===== config.mk =====
export PLATFORM = sky130hd
export DESIGN_NAME = add32_stream_acc
export DESIGN_NICKNAME = d
export VERILOG_FILES = /design/src/rtl/add32_stream_acc.sv
export SDC_FILE = /design/constraint.sdc
export NUM_CORES = 1
export LEC_CHECK = 0
export BUFFER_PORTS_ARGS = -buffer_cell sky130_fd_sc_hd__clkbuf_2
export CORE_ASPECT_RATIO = 2
export CORE_MARGIN = 2
export CORE_UTILIZATION = 35
export CTS_CLUSTER_DIAMETER = 150
export DETAILED_ROUTE_END_ITERATION = 8
export PLACE_DENSITY = 0.56
export SYNTH_ARGS = -nofsm -noshare
export SYNTH_HDL_FRONTEND = slang
export SYNTH_SLANG_ARGS = --single-unit
export TNS_END_PERCENT = 100

===== constraint.sdc =====
create_clock -name clk -period 3.4 [get_ports clk]
set_input_delay 0.68 -clock clk [delete_from_list [all_inputs] [get_ports clk]]
set_output_delay 0.68 -clock clk [all_outputs]
set_load 0.02 [all_outputs]

===== src/rtl/add32_stream_acc.sv =====
// Streaming accumulator: folds a packet of 32-bit operands into a running sum
// through an add/sub core, then presents the total until the consumer takes it.

module add32 (
    input  logic [31:0] a,
    input  logic [31:0] b,
    input  logic        sub,
    input  logic        sign,
    output logic [31:0] sum,
    output logic        ovf,
    output logic [31:0] sat_val
);
    logic [32:0] full;
    logic        carry;
    logic        signed_ovf;
    logic        unsigned_ovf;

    // Subtraction as a + ~b + 1, so the carry out is the inverted borrow.
    assign full  = {1'b0, a} + {1'b0, (sub ? ~b : b)} + {32'd0, sub};
    assign carry = full[32];
    assign sum   = full[31:0];

    assign signed_ovf   = sub ? ((a[31] != b[31]) && (sum[31] != a[31]))
                              : ((a[31] == b[31]) && (sum[31] != a[31]));
    assign unsigned_ovf = sub ? ~carry : carry;
    assign ovf          = sign ? signed_ovf : unsigned_ovf;

    // A signed overflow can only run away from zero in the direction of a's sign.
    assign sat_val = sign ? (a[31] ? 32'h8000_0000 : 32'h7FFF_FFFF)
                          : (sub ? 32'h0000_0000 : 32'hFFFF_FFFF);
endmodule

module add32_stream_acc #(
    parameter bit SAT_EN = 1'b0,
    parameter int CNT_W  = 8
) (
    input  logic             clk,
    input  logic             rst_n,
    input  logic             clr,
    input  logic             in_valid,
    output logic             in_ready,
    input  logic [31:0]      in_data,
    input  logic             in_sub,
    input  logic             in_sign,
    input  logic             in_last,
    output logic             out_valid,
    input  logic             out_ready,
    output logic [31:0]      out_data,
    output logic             out_ovf,
    output logic [CNT_W-1:0] out_count
);
    typedef enum logic {ACC, HOLD} state_t;

    state_t             state;
    state_t             state_next;
    logic               ready_en;
    logic               accept;
    logic               drain;
    logic [31:0]        acc;
    logic               ovf_sticky;
    logic [CNT_W-1:0]   count;
    logic [31:0]        beat_sum;
    logic               beat_ovf;
    logic [31:0]        beat_sat;

    add32 u_add32 (
        .a       (acc),
        .b       (in_data),
        .sub     (in_sub),
        .sign    (in_sign),
        .sum     (beat_sum),
        .ovf     (beat_ovf),
        .sat_val (beat_sat)
    );

    always_ff @(posedge clk or negedge rst_n) begin
        if (!rst_n) begin
            state <= ACC;
        end else begin
            state <= state_next;
        end
    end

    // Keeps in_ready low until the first edge after reset is released.
    always_ff @(posedge clk or negedge rst_n) begin
        if (!rst_n) begin
            ready_en <= 1'b0;
        end else begin
            ready_en <= 1'b1;
        end
    end

    always_comb begin
        state_next = state;
        in_ready   = 1'b0;
        out_valid  = 1'b0;
        accept     = 1'b0;
        drain      = 1'b0;
        case (state)
            ACC: begin
                in_ready = ready_en & ~clr;
                accept   = in_valid & in_ready;
                if (accept && in_last) begin
                    state_next = HOLD;
                end
            end
            HOLD: begin
                out_valid = 1'b1;
                drain     = out_ready;
                if (out_ready) begin
                    state_next = ACC;
                end
            end
            default: state_next = ACC;
        endcase
        if (clr) begin
            state_next = ACC;
        end
    end

    always_ff @(posedge clk or negedge rst_n) begin
        if (!rst_n) begin
            acc        <= 32'd0;
            ovf_sticky <= 1'b0;
            count      <= '0;
        end else if (clr || drain) begin
            acc        <= 32'd0;
            ovf_sticky <= 1'b0;
            count      <= '0;
        end else if (accept) begin
            acc        <= (SAT_EN && beat_ovf) ? beat_sat : beat_sum;
            ovf_sticky <= ovf_sticky | beat_ovf;
            if (count != {CNT_W{1'b1}}) begin
                count <= count + {{(CNT_W-1){1'b0}}, 1'b1};
            end
        end
    end

    // Nothing is accepted while HOLD, so the live accumulator is the result.
    assign out_data  = acc;
    assign out_ovf   = ovf_sticky;
    assign out_count = count;
endmodule


==> summary.txt, run 1 <==
Critical path
  • FF-to-FF path depth: 11
  • Crit Reg-Reg Startpoint: out_data[0]
  • CP Capture Type: register
  • Reg-to-Reg End: out_ovf
  • Worst-path fanout max: 11
  • Worst path cell trace: clkbuf_2 -> buf_12 -> xor2_1 -> ha_1 -> inv_1 -> o32ai_2 -> a21oi_2 -> o41a_4 -> o31ai_4 -> a31oi_2 -> xor2_1 -> mux2i_1 -> a221o_1
  • WS Path Type: primary input to register
  • Most numerous cell on the critical path: xor2_1
  • Critical path startpoint category: primary input
  • Worst Path Buf+Inv: 3
  • Top cell family by delay on the critical path: compound AO/OA/AOI/OAI gates
  • Max incr delay on CP: 0.38 ns
  • R2R setup slack: 0.48 ns
  • Worst Path Required: 3.58 ns
  • CP max stage cell: o41a_4
  • Arr. time, crit path: 3.36 ns

Clocking
  • Clock-pin slew on the worst setup and hold paths: 0.07 ns
  • H-tree depth: 2
  • Clk Latency, worst-skew pair: 0.29 ns
  • CTS tree: yes
  • Cts hold-fix bufs: 0
  • Post-CTS Repair Setup Buffers: 0
  • CTS Buf Count: 5
  • Clock sink count: 43
  • Root buffer cell: clkbuf_16
  • Longest Clk Path Bufs: 2

Logic synthesis
  • Post-synthesis sequential area ratio: 29.6%
  • Synth Net Count: 493
  • Mapped Cells: 420
  • Top post-synthesis cells by area: dfrtp_1 30%, xor2_1 13%, ha_1 11%, o21ai_0 5.4%, a21o_1 5.4%
  • Top-area cell type share of the netlist area: 29.6%
  • Flops & latches, synth: 43
  • Synthesized area: 3630 um2
  • FFs w/ async S/R, synth: 100%
  • Primary FF master, synth: dfrtp_1
  • Number of synthesized flops with an enable pin: 0
  • YS warnings: 0
  • Post-synthesis cell type count: 48
  • Post-Syn Area per Cell: 8.65 um2
  • Post-synth top area cell: dfrtp_1

GRT
  • GRT Total Usage: 17.9%
  • Antenna violations before repair: 0
  • First-pass GRT wire length: 16.5 mm
  • Largest net degree at the start of global routing: 61
  • Grt total ovfl: 0
  • Number of global-route vias before repair: 3706

Die
  • Core area: 10100 um2
  • Rows: 52
  • Starting Density: 36.0%
  • Die Span Y: 148 um
  • Ports: 83
  • Die area: 11300 um2
  • Die width: 76.0 um

Final layout
  • FILL cells: 1008
  • Area grow syn2layout: 31.9%
  • Final core occ: 47.5%
  • Final Instance Count excl. Fillers: 687
  • Nets: 624
  • Ratio of cells with drive above 1 in the final layout: 29.2%
  • Number of antenna diodes: 0

STA
  • Tcrit/Tclk final: 93.5%
  • Fin. Hold Viols: 0
  • Post-layout min period: 3.18 ns
  • Tightest Pin Transition: 0.545 ns
  • Max Freq: 315 MHz
  • Final setup vio count: 0
  • Layout Skew: 0.00705 ns
  • Slew Viols, Final: 0
  • RSZ-0062 raised after global routing: false
  • Final Worst Setup Slack: 0.220 ns
  • Slew HR: 63.7%

Placement
  • Inst Count DP: 679
  • Dpl ws: -0.0947 ns
  • GP Congestion: 0.890
  • IO Port Bufs: 82
  • Final HPWL DP: 7.98 mm

Detailed routing
  • DRC viols: 0
  • Antenna Violating Nets Remaining: 0
  • Detailed Routing Iterations Pass 1: 4
  • DR vias/cell: 5.05
  • Wire per inst: 14.5 um
  • DRT Wirelength: 9.96 mm
  • Via count: 3468
  • DRT iter0 DRCs: 109

Worst hold path
  • Min-delay worst type: primary input to asynchronous set/reset pin

Pwr
  • Max VDD drop: 0.232 mV
  • Pleak: 2.51 nW
  • Pwr Density: 436 nW/um2

Flow run
  • Maxcap violations: 0

Outcome
  • Status: finished clean
-- how the worst max path moves through the flow --
stage          startpoint      endpoint  slack (ns)  depth (start not counted)
2_1_floorplan      in_sub       out_ovf        0.04                         13
3_3_place_gp       in_sub  out_data[29]       -0.16                         14
3_5_place_dp       in_sub  out_data[29]       -0.09                         14
4_1_cts            in_sub  out_data[29]        0.19                         14
5_1_grt            in_sub  out_data[29]        0.06                         14
6_report           in_sub       out_ovf        0.22                         13
-- layer usage --
metal / part of all wire [%] / track usage, % / routed length, um
met5: 0 / 0 / 0
met4: 2.9 / 7.73 / 288
met3: 3.6 / 2.97 / 363
met2: 57 / 36.7 / 5720
met1: 36 / 17.1 / 3580
-- placed cells by master (no fill, tap or decap), types with 4 or more instances in the layout --
master,netlist,routed
dfrtp_1,43,43
a211oi_1,4,4
nand4_1,7,7
clkbuf_2,0,82
clkbuf_16,0,5
o21ai_0,39,39
xnor2_1,16,16
nor2_1,28,28
a31oi_1,4,4
nand3_1,38,37
a21oi_1,28,26
ha_1,32,32
inv_1,5,5
buf_4,0,57
a21o_1,26,26
xor2_1,52,52
nand2_1,30,30
nor3_1,7,7
-- stage by stage --
step / total power [mW] / instance area [um2] / TNS [ns] / hold WS, ns
after floorplan: 1.18 / 3690 / 0 / 0.384
after global placement: 1.52 / 4620 / -0.193 / 0.513
after detailed placement: 1.53 / 4620 / -0.187 / 0.513
after CTS: 2.11 / 4790 / 0 / 0.376
after global routing: 2.22 / 4790 / 0 / 0.406
final: 2.09 / 4790 / 0 / 0.359
-- sequential cells by signal, indices dropped and copies added, names as in the netlist --
| name | cells |
|---|---|
| out_data | 32 |
| out_count | 8 |
| out_ovf | 1 |
| ready_en | 1 |
| state | 1 |
-- worst reg2reg max path, stage by stage (launching register included) --
cell      delay [ns]
dfrtp_1         0.40
mux2_4          0.28
fa_1            0.43
a211oi_1        0.22
o21ai_0         0.15
o21ai_1         0.22
o211ai_2        0.14
a211o_1         0.30
nand2_1         0.09
o21ai_0         0.11
xor2_1          0.15
a221o_1         0.32
-- repair_timing --
action | 4_1_cts | 5_1_grt
gates resized for setup | 0 | 1
endpoints found under the hold margin | 0 | 0
setup endpoints to repair | 0 | 1
-- report_power, final --
| part | internal, mW | switching [mW] | total [mW] |
|---|---|---|---|
| clock | 0.347 | 0.224 | 0.571 |
| combinational | 0.416 | 0.498 | 0.914 |
| sequential | 0.558 | 0.0446 | 0.603 |
-- cells by family (layout without fill, tap and decap cells) --
family / Yosys count / in the layout / share of synthesized area [%]
compound gates: 125 / 125 / 22.5
xor+xnor: 68 / 68 / 16.4
fa+ha+maj: 33 / 33 / 11.6
buf+inv: 22 / 154 / 2.48
flops: 43 / 43 / 29.6
mux: 4 / 4 / 1.31
other cells: 1 / 1 / 0.103
simple gates: 124 / 124 / 16.0
-- Yosys cell counts (16+ instances only) --
| library cell | number |
|---|---|
| xor2_1 | 52 |
| dfrtp_1 | 43 |
| o21ai_0 | 39 |
| nand3_1 | 38 |
| ha_1 | 32 |
| nand2_1 | 30 |
| a21oi_1 | 28 |
| nor2_1 | 28 |
| a21o_1 | 26 |
| clkbuf_1 | 16 |
| xnor2_1 | 16 |
-- final cells by class --
cell class	instances	area, um2	share of cell area [%]
Clock inverter	3	43.8	0.914
Multi-Input combinational cell	355	2480	51.8
Sequential cell	43	1080	22.5
Timing Repair Buffer	141	878	18.3
Inverter	5	18.8	0.392
Clock buffer	5	125	2.61
Tap cell	135	169	3.53
Power figures use the tool's default switching activity.
==> run 2: changes to the inputs <==
==> constraint.sdc (replaced) <==
create_clock -name clk -period 3.4 [get_ports clk]
set_input_delay 0.68 -clock clk [delete_from_list [all_inputs] [get_ports clk]]
set_output_delay 0.68 -clock clk [all_outputs]
set_load 0.1 [all_outputs]
==> run 2 against run 1 <==
  * Maximum frequency fell by 2.7%
  * Setup slack got worse by 0.088 ns
  * Clock skew fell by 0.0030 ns
  * Sequential power barely moved
  * Critical path depth did not move
  * Register-to-register slack got worse by 0.07 ns
  * Core utilization barely moved
  * Sequential share of layout area barely moved
  * Routed wire length rose by 1.7%
  * Flip-flop and latch count did not move
  * Non-clock buffer count fell by 2
  * Global-route usage rose by 0.74 points
  * Critical endpoint unchanged
  * Largest power group unchanged
  * Highest routed layer unchanged
==> summary.txt, run 2 (same netlist as run 1, synthesis figures left out) <==
Die
  • Core area: 10100 um2
  • Starting Density: 36.0%
  • Rows: 52
  • Die Span Y: 148 um
  • Ports: 83
  • Die area: 11300 um2
  • Die width: 76.0 um

Detailed routing
  • Antenna Violating Nets Remaining: 0
  • DRC viols: 0
  • Via count: 3488
  • DRT iter0 DRCs: 99
  • DR vias/cell: 5.09
  • Wire per inst: 14.8 um
  • DRT Wirelength: 10.1 mm
  • Detailed Routing Iterations Pass 1: 4

Final layout
  • Area of the multi-input gates: 2490 um2
  • Most common library cell in the layout ignoring fill and taps: clkbuf_2
  • FF/Latch Area: 1080 um2
  • FILL cells: 1002
  • Number of antenna diodes: 0
  • Largest register FFs: 32
  • Nets: 622
  • Area grow syn2layout: 31.9%
  • Finished Cell Area: 4790 um2
  • Ratio of cells with drive above 1 in the final layout: 29.1%
  • Most frequent cells in the layout: 82 x clkbuf_2, 55 x buf_4, 52 x xor2_1

Critical path
  • WS Path Type: primary input to register
  • Top cell family by delay on the critical path: compound AO/OA/AOI/OAI gates
  • Arr. time, crit path: 3.44 ns
  • CP max stage cell: or3b_1
  • R2R setup slack: 0.41 ns
  • Worst path cell trace: clkbuf_2 -> buf_12 -> xor2_1 -> ha_1 -> a21oi_1 -> or3b_1 -> a311o_1 -> o211ai_2 -> a211o_1 -> nand2_1 -> o21ai_0 -> xor2_1 -> a221o_1
  • Crit Reg-Reg Startpoint: out_data[0]
  • Worst Path Required: 3.57 ns
  • Worst setup path end: out_ovf
  • Most numerous cell on the critical path: xor2_1
  • Worst-path fanout max: 11
  • Max incr delay on CP: 0.39 ns
  • CP Capture Type: register
  • Reg-to-Reg End: out_ovf
  • FF-to-FF path depth: 11
  • Worst Path Buf+Inv: 2
  • Critical path startpoint category: primary input
  • CP Depth: 13
  • Critical Path Start: in_sub

STA
  • Fin. Hold Viols: 0
  • Layout Skew: 0.00407 ns
  • Max Freq: 306 MHz
  • Slew HR: 55.1%
  • Tcrit/Tclk final: 96.1%
  • Final setup vio count: 0
  • WHS: 0.416 ns
  • Tightest Pin Transition: 0.674 ns
  • Post-layout min period: 3.27 ns
  • Slew Viols, Final: 0
  • RSZ-0062 raised after global routing: false

Pwr
  • Switch share: 43.9%
  • P_sw: 1.05 mW
  • Pwr Density: 499 nW/um2
  • Internal power: 1.34 mW
  • Pleak: 2.51 nW
  • Power share of the combinational group: 50.6%
  • Power share of the clock group: 24.2%
  • Max VDD drop: 0.548 mV
  • Sequential share of power: 25.2%

GRT
  • GRT Total Usage: 18.7%
  • First-pass GRT wire length: 17.2 mm
  • Number of global-route vias before repair: 3681
  • Largest net degree at the start of global routing: 61
  • Antenna violations before repair: 0
  • Grt total ovfl: 0

Clocking
  • Clock sink count: 43
  • Longest Clk Path Bufs: 2
  • Clk Latency, worst-skew pair: 0.29 ns
  • Root buffer cell: clkbuf_16
  • CTS tree: yes
  • Clock-pin slew on the worst setup and hold paths: 0.06 ns
  • H-tree depth: 2
  • CTS Buf Count: 5

Placement
  • Final HPWL DP: 8.13 mm
  • GP Congestion: 0.890
  • IO Port Bufs: 82
  • DP Area: 4620 um2

Flow run
  • Maxcap violations: 0

Worst hold path
  • Min-delay worst type: primary input to asynchronous set/reset pin

Outcome
  • Status: finished clean
run 2: cell count changes in the layout (fill, tap and decap cells not counted), sizes merged:
| cell | previous run | this run |
|---|---|---|
| clkbuf | 87 | 88 |
| buf | 59 | 57 |
| clkinv | 2 | 1 |
run 2: power groups by stage:
| stage | Clock [mW] | Sequential, mW | Combinational (mW) |
|---|---|---|---|
| floorplan | 0 | 0.945 | 0.525 |
| global placement | 0 | 0.612 | 1.21 |
| detailed placement | 0 | 0.614 | 1.21 |
| CTS | 0.596 | 0.604 | 1.22 |
| global route | 0.608 | 0.611 | 1.32 |
| finish | 0.578 | 0.604 | 1.21 |
run 2: how the worst min path moves through the flow:
| stage | startpoint | end | slack (ns) |
|---|---|---|---|
| floorplan | rst_n | out_count[0] | 0.38 |
| global placement | out_ovf | out_ovf | 0.51 |
| detailed placement | out_data[20] | out_data[20] | 0.52 |
| CTS | rst_n | out_data[23] | 0.44 |
| global route | rst_n | state | 0.46 |
| finish | rst_n | state | 0.42 |
run 2: timing repair:
item	4_1_cts	5_1_grt
buffers inserted	0	0
resized for setup	0	1
setup endpoints to repair	0	1
hold buffers	0	0
run 2: stage by stage:
step	utilization, %	setup TNS, ns	power (mW)	instances	worst slack [ns]
finish	47.5	0	2.39	685	0.132
global route	47.5	0	2.54	685	0.0212
CTS	47.5	0	2.42	685	0.144
detailed placement	45.8	-0.297	1.83	677	-0.153
global placement	45.8	-0.227	1.82	677	-0.158
floorplan	-	0	1.47	420	0.0413
run 2: per-layer routing:
| metal | up-vias | global-route usage, % | routed length [um] |
|---|---|---|---|
| met2 | 65 | 37.7 | 5840 |
| met1 | 1641 | 18.9 | 3710 |
| met4 | 0 | 6.45 | 233 |
| met5 | - | 0 | 0 |
| met3 | 16 | 3.16 | 340 |
| li1 | 1766 | - | - |
run 2: layout make-up:
cell class	instances	area share [%]
Sequential cell	43	22.5
Timing Repair Buffer	139	18.0
Clock inverter	2	0.731
Multi-Input combinational cell	355	52.0
Inverter	5	0.392
Tap cell	135	3.52
Clock buffer	6	2.90
==> run 3: changes to the inputs <==
--- a/config.mk
+++ b/config.mk
@@ -5,13 +5,15 @@
 export SDC_FILE = /design/constraint.sdc
 export NUM_CORES = 1
 export LEC_CHECK = 0
+export ABC_AREA = 1
 export BUFFER_PORTS_ARGS = -buffer_cell sky130_fd_sc_hd__clkbuf_2
+export CAP_MARGIN = 40
 export CORE_ASPECT_RATIO = 2
 export CORE_MARGIN = 2
 export CORE_UTILIZATION = 35
 export CTS_CLUSTER_DIAMETER = 150
 export DETAILED_ROUTE_END_ITERATION = 8
-export PLACE_DENSITY = 0.56
+export PLACE_DENSITY = 0.55
 export SYNTH_ARGS = -nofsm -noshare
 export SYNTH_HDL_FRONTEND = slang
 export SYNTH_SLANG_ARGS = --single-unit
==> run 3 against run 2 <==
  * Clock power increased by 2%
  * Core utilization decreased by 5.2 points
  * Synthesized cell count increased by 38%
  * Critical path type unchanged
==> summary.txt, run 3 <==
Critical path
  • CP max stage cell: ha_1
  • CP Capture Type: register
  • Reg-to-Reg End: out_ovf
  • Crit Reg-Reg Startpoint: out_data[23]
  • Worst Path Required: 3.59 ns
  • Arr. time, crit path: 2.88 ns
  • Critical path startpoint category: primary input
  • Worst-path fanout max: 34
  • FF-to-FF path depth: 10
  • R2R setup slack: 1.18 ns
  • WS Path Type: primary input to register
  • Worst setup path end: out_data[29]
  • Max incr delay on CP: 0.37 ns
  • Critical Path Start: in_sub
  • Top cell family by delay on the critical path: simple AND/OR/NAND/NOR gates
  • Worst path cell trace: clkbuf_2 -> buf_12 -> xor2_1 -> ha_1 -> nand2_1 -> inv_1 -> nand2_2 -> nand2_2 -> a21oi_2 -> o21ai_2 -> nand2_2 -> nand2_2 -> nand3_1 -> nand2_1 -> nand2_1 -> nand3_1 -> nand2_1
  • Worst Path Buf+Inv: 3
  • CP Depth: 17

STA
  • Final setup vio count: 0
  • Slew Viols, Final: 0
  • Tightest Pin Transition: 0.558 ns
  • Post-layout min period: 2.69 ns
  • Setup TNS: 0 ns
  • Max Freq: 371 MHz
  • RSZ-0062 raised after global routing: false
  • Layout Skew: 0.00754 ns
  • Slew HR: 63.0%
  • Tcrit/Tclk final: 79.2%
  • Fin. Hold Viols: 0

Logic synthesis
  • Top post-synthesis cells by area: dfrtp_1 27%, nand2_1 14%, ha_1 10%, a21oi_1 6.8%, xor2_1 6.6%
  • Post-synthesis cell type count: 43
  • Flops & latches, synth: 43
  • Primary FF master, synth: dfrtp_1
  • Top-area cell type share of the netlist area: 26.9%
  • Most numerous cell in the Yosys netlist: nand2_1
  • Number of synthesized flops with an enable pin: 0
  • Post-synth top area cell: dfrtp_1
  • Post-Syn Area per Cell: 6.89 um2
  • YS warnings: 0
  • Mapped Cells: 580
  • Synthesized area: 4000 um2
  • Synth Net Count: 653
  • Post-synthesis sequential area ratio: 26.9%
  • FFs w/ async S/R, synth: 100%
  • Commonest cells in the netlist: 151 x nand2_1, 54 x a21oi_1, 52 x inv_1, 48 x nor2_1, 44 x o21ai_0

Clocking
  • Post-CTS Repair Setup Buffers: 0
  • CTS Buf Count: 5
  • Root buffer cell: clkbuf_16
  • H-tree depth: 2
  • Cts hold-fix bufs: 0
  • Clock-pin slew on the worst setup and hold paths: 0.07 ns
  • Longest Clk Path Bufs: 2
  • Clk Latency, worst-skew pair: 0.30 ns
  • Post-cts sizing count: 0
  • Clock sink count: 43
  • CTS tree: yes

Final layout
  • Finished Cell Area: 4750 um2
  • Ratio of cells with drive above 1 in the final layout: 19.9%
  • Most common library cell in the layout ignoring fill and taps: nand2_1
  • Final core occ: 42.4%
  • Most frequent cells in the layout: 151 x nand2_1, 82 x clkbuf_2, 54 x a21oi_1
  • Nets: 736
  • FILL cells: 1184
  • Number of antenna diodes: 0
  • Area grow syn2layout: 18.8%
  • Largest register FFs: 32

Pwr
  • Internal power: 1.18 mW
  • Switch share: 47.0%
  • PnR Total Power: 2.23 mW
  • Sequential share of power: 26.6%
  • Max VDD drop: 0.245 mV
  • Pwr Density: 469 nW/um2
  • Pleak: 2.54 nW
  • Power share of the combinational group: 47.0%
  • Power share of the clock group: 26.4%
  • P_sw: 1.05 mW

Placement
  • DP Area: 4580 um2
  • Final HPWL DP: 9.97 mm
  • IO Port Bufs: 82
  • GP Congestion: 0.881

Detailed routing
  • Wire per inst: 15.4 um
  • Via count: 4079
  • DRC viols: 0
  • DR vias/cell: 5.06
  • DRT Wirelength: 12.4 mm
  • Antenna Violating Nets Remaining: 0
  • Detailed Routing Iterations Pass 1: 4
  • DRT iter0 DRCs: 160

Worst hold path
  • Min-delay worst type: primary input to asynchronous set/reset pin

GRT
  • GRT Total Usage: 21.2%
  • Antenna violations before repair: 0
  • Number of global-route vias before repair: 4320
  • Grt total ovfl: 0
  • First-pass GRT wire length: 20.5 mm
  • Largest net degree at the start of global routing: 35

Die
  • Die area: 12300 um2
  • Rows: 55
  • Die Span Y: 155 um
  • Ports: 83
  • Core area: 11200 um2
  • Starting Density: 35.6%
  • Die width: 79.6 um

Outcome
  • Status: finished clean

Flow run
  • Maxcap violations: 0
## run 3: power by group through the flow
stage / Sequential, mW / Combinational (mW) / Clock [mW]
2_1_floorplan: 0.904 / 0.501 / 0
3_3_place_gp: 0.602 / 1.04 / 0
3_5_place_dp: 0.603 / 1.05 / 0
4_1_cts: 0.594 / 1.05 / 0.608
5_1_grt: 0.599 / 1.15 / 0.624
6_report: 0.593 / 1.05 / 0.588
## run 3: worst min path at each step
| stage | start | slack (ns) | endpoint | cells past startpoint |
|---|---|---|---|---|
| 2_1_floorplan | rst_n | 0.38 | out_count[0] | 0 |
| 3_3_place_gp | out_ovf | 0.47 | out_ovf | 2 |
| 3_5_place_dp | out_ovf | 0.48 | out_ovf | 2 |
| 4_1_cts | rst_n | 0.35 | out_data[27] | 1 |
| 5_1_grt | rst_n | 0.36 | out_count[1] | 1 |
| 6_report | rst_n | 0.33 | out_data[27] | 1 |
## run 3: kinds of logic after synthesis
| kind of cell | synth area share [%] |
|---|---|
| AOI/OAI and AO/OA | 19.8 |
| xor gates and xnor gates | 7.01 |
| adders and majority gates | 10.5 |
| buffers and inverters | 6.85 |
| DFF | 26.9 |
| other | 0.0938 |
| and+or+nand+nor | 28.8 |
## run 3: cell type report
class                      count  area, um2  area share (%)
multi-input combinational    468       2650            55.8
sequential                    43       1080            22.6
timing repair buffer          86        453            9.53
inverter                      59        221            4.66
tap                          142        178            3.74
clock buffer                   6        139            2.92
clock inverter                 2       35.0           0.737
## run 3: per-stage QoR
| stage | std cells | setup slack, ns | hold WS [ns] |
|---|---|---|---|
| floorplan | 580 | 0.661 | 0.384 |
| global placement | 798 | 0.409 | 0.474 |
| detailed placement | 798 | 0.408 | 0.481 |
| CTS | 806 | 0.717 | 0.355 |
| global route | 806 | 0.439 | 0.363 |
| finish | 806 | 0.707 | 0.328 |
## run 3: metal layers
metal  vias up  part of all wire [%]  GRT usage [%]  wire, um
met5         -                     0              0         0
met4         0                   3.8           9.52       473
met3        24                   3.8           3.02       466
met2        80                    58           42.9      7220
met1      1878                    34           20.0      4220
li1       2097                     -              -         -
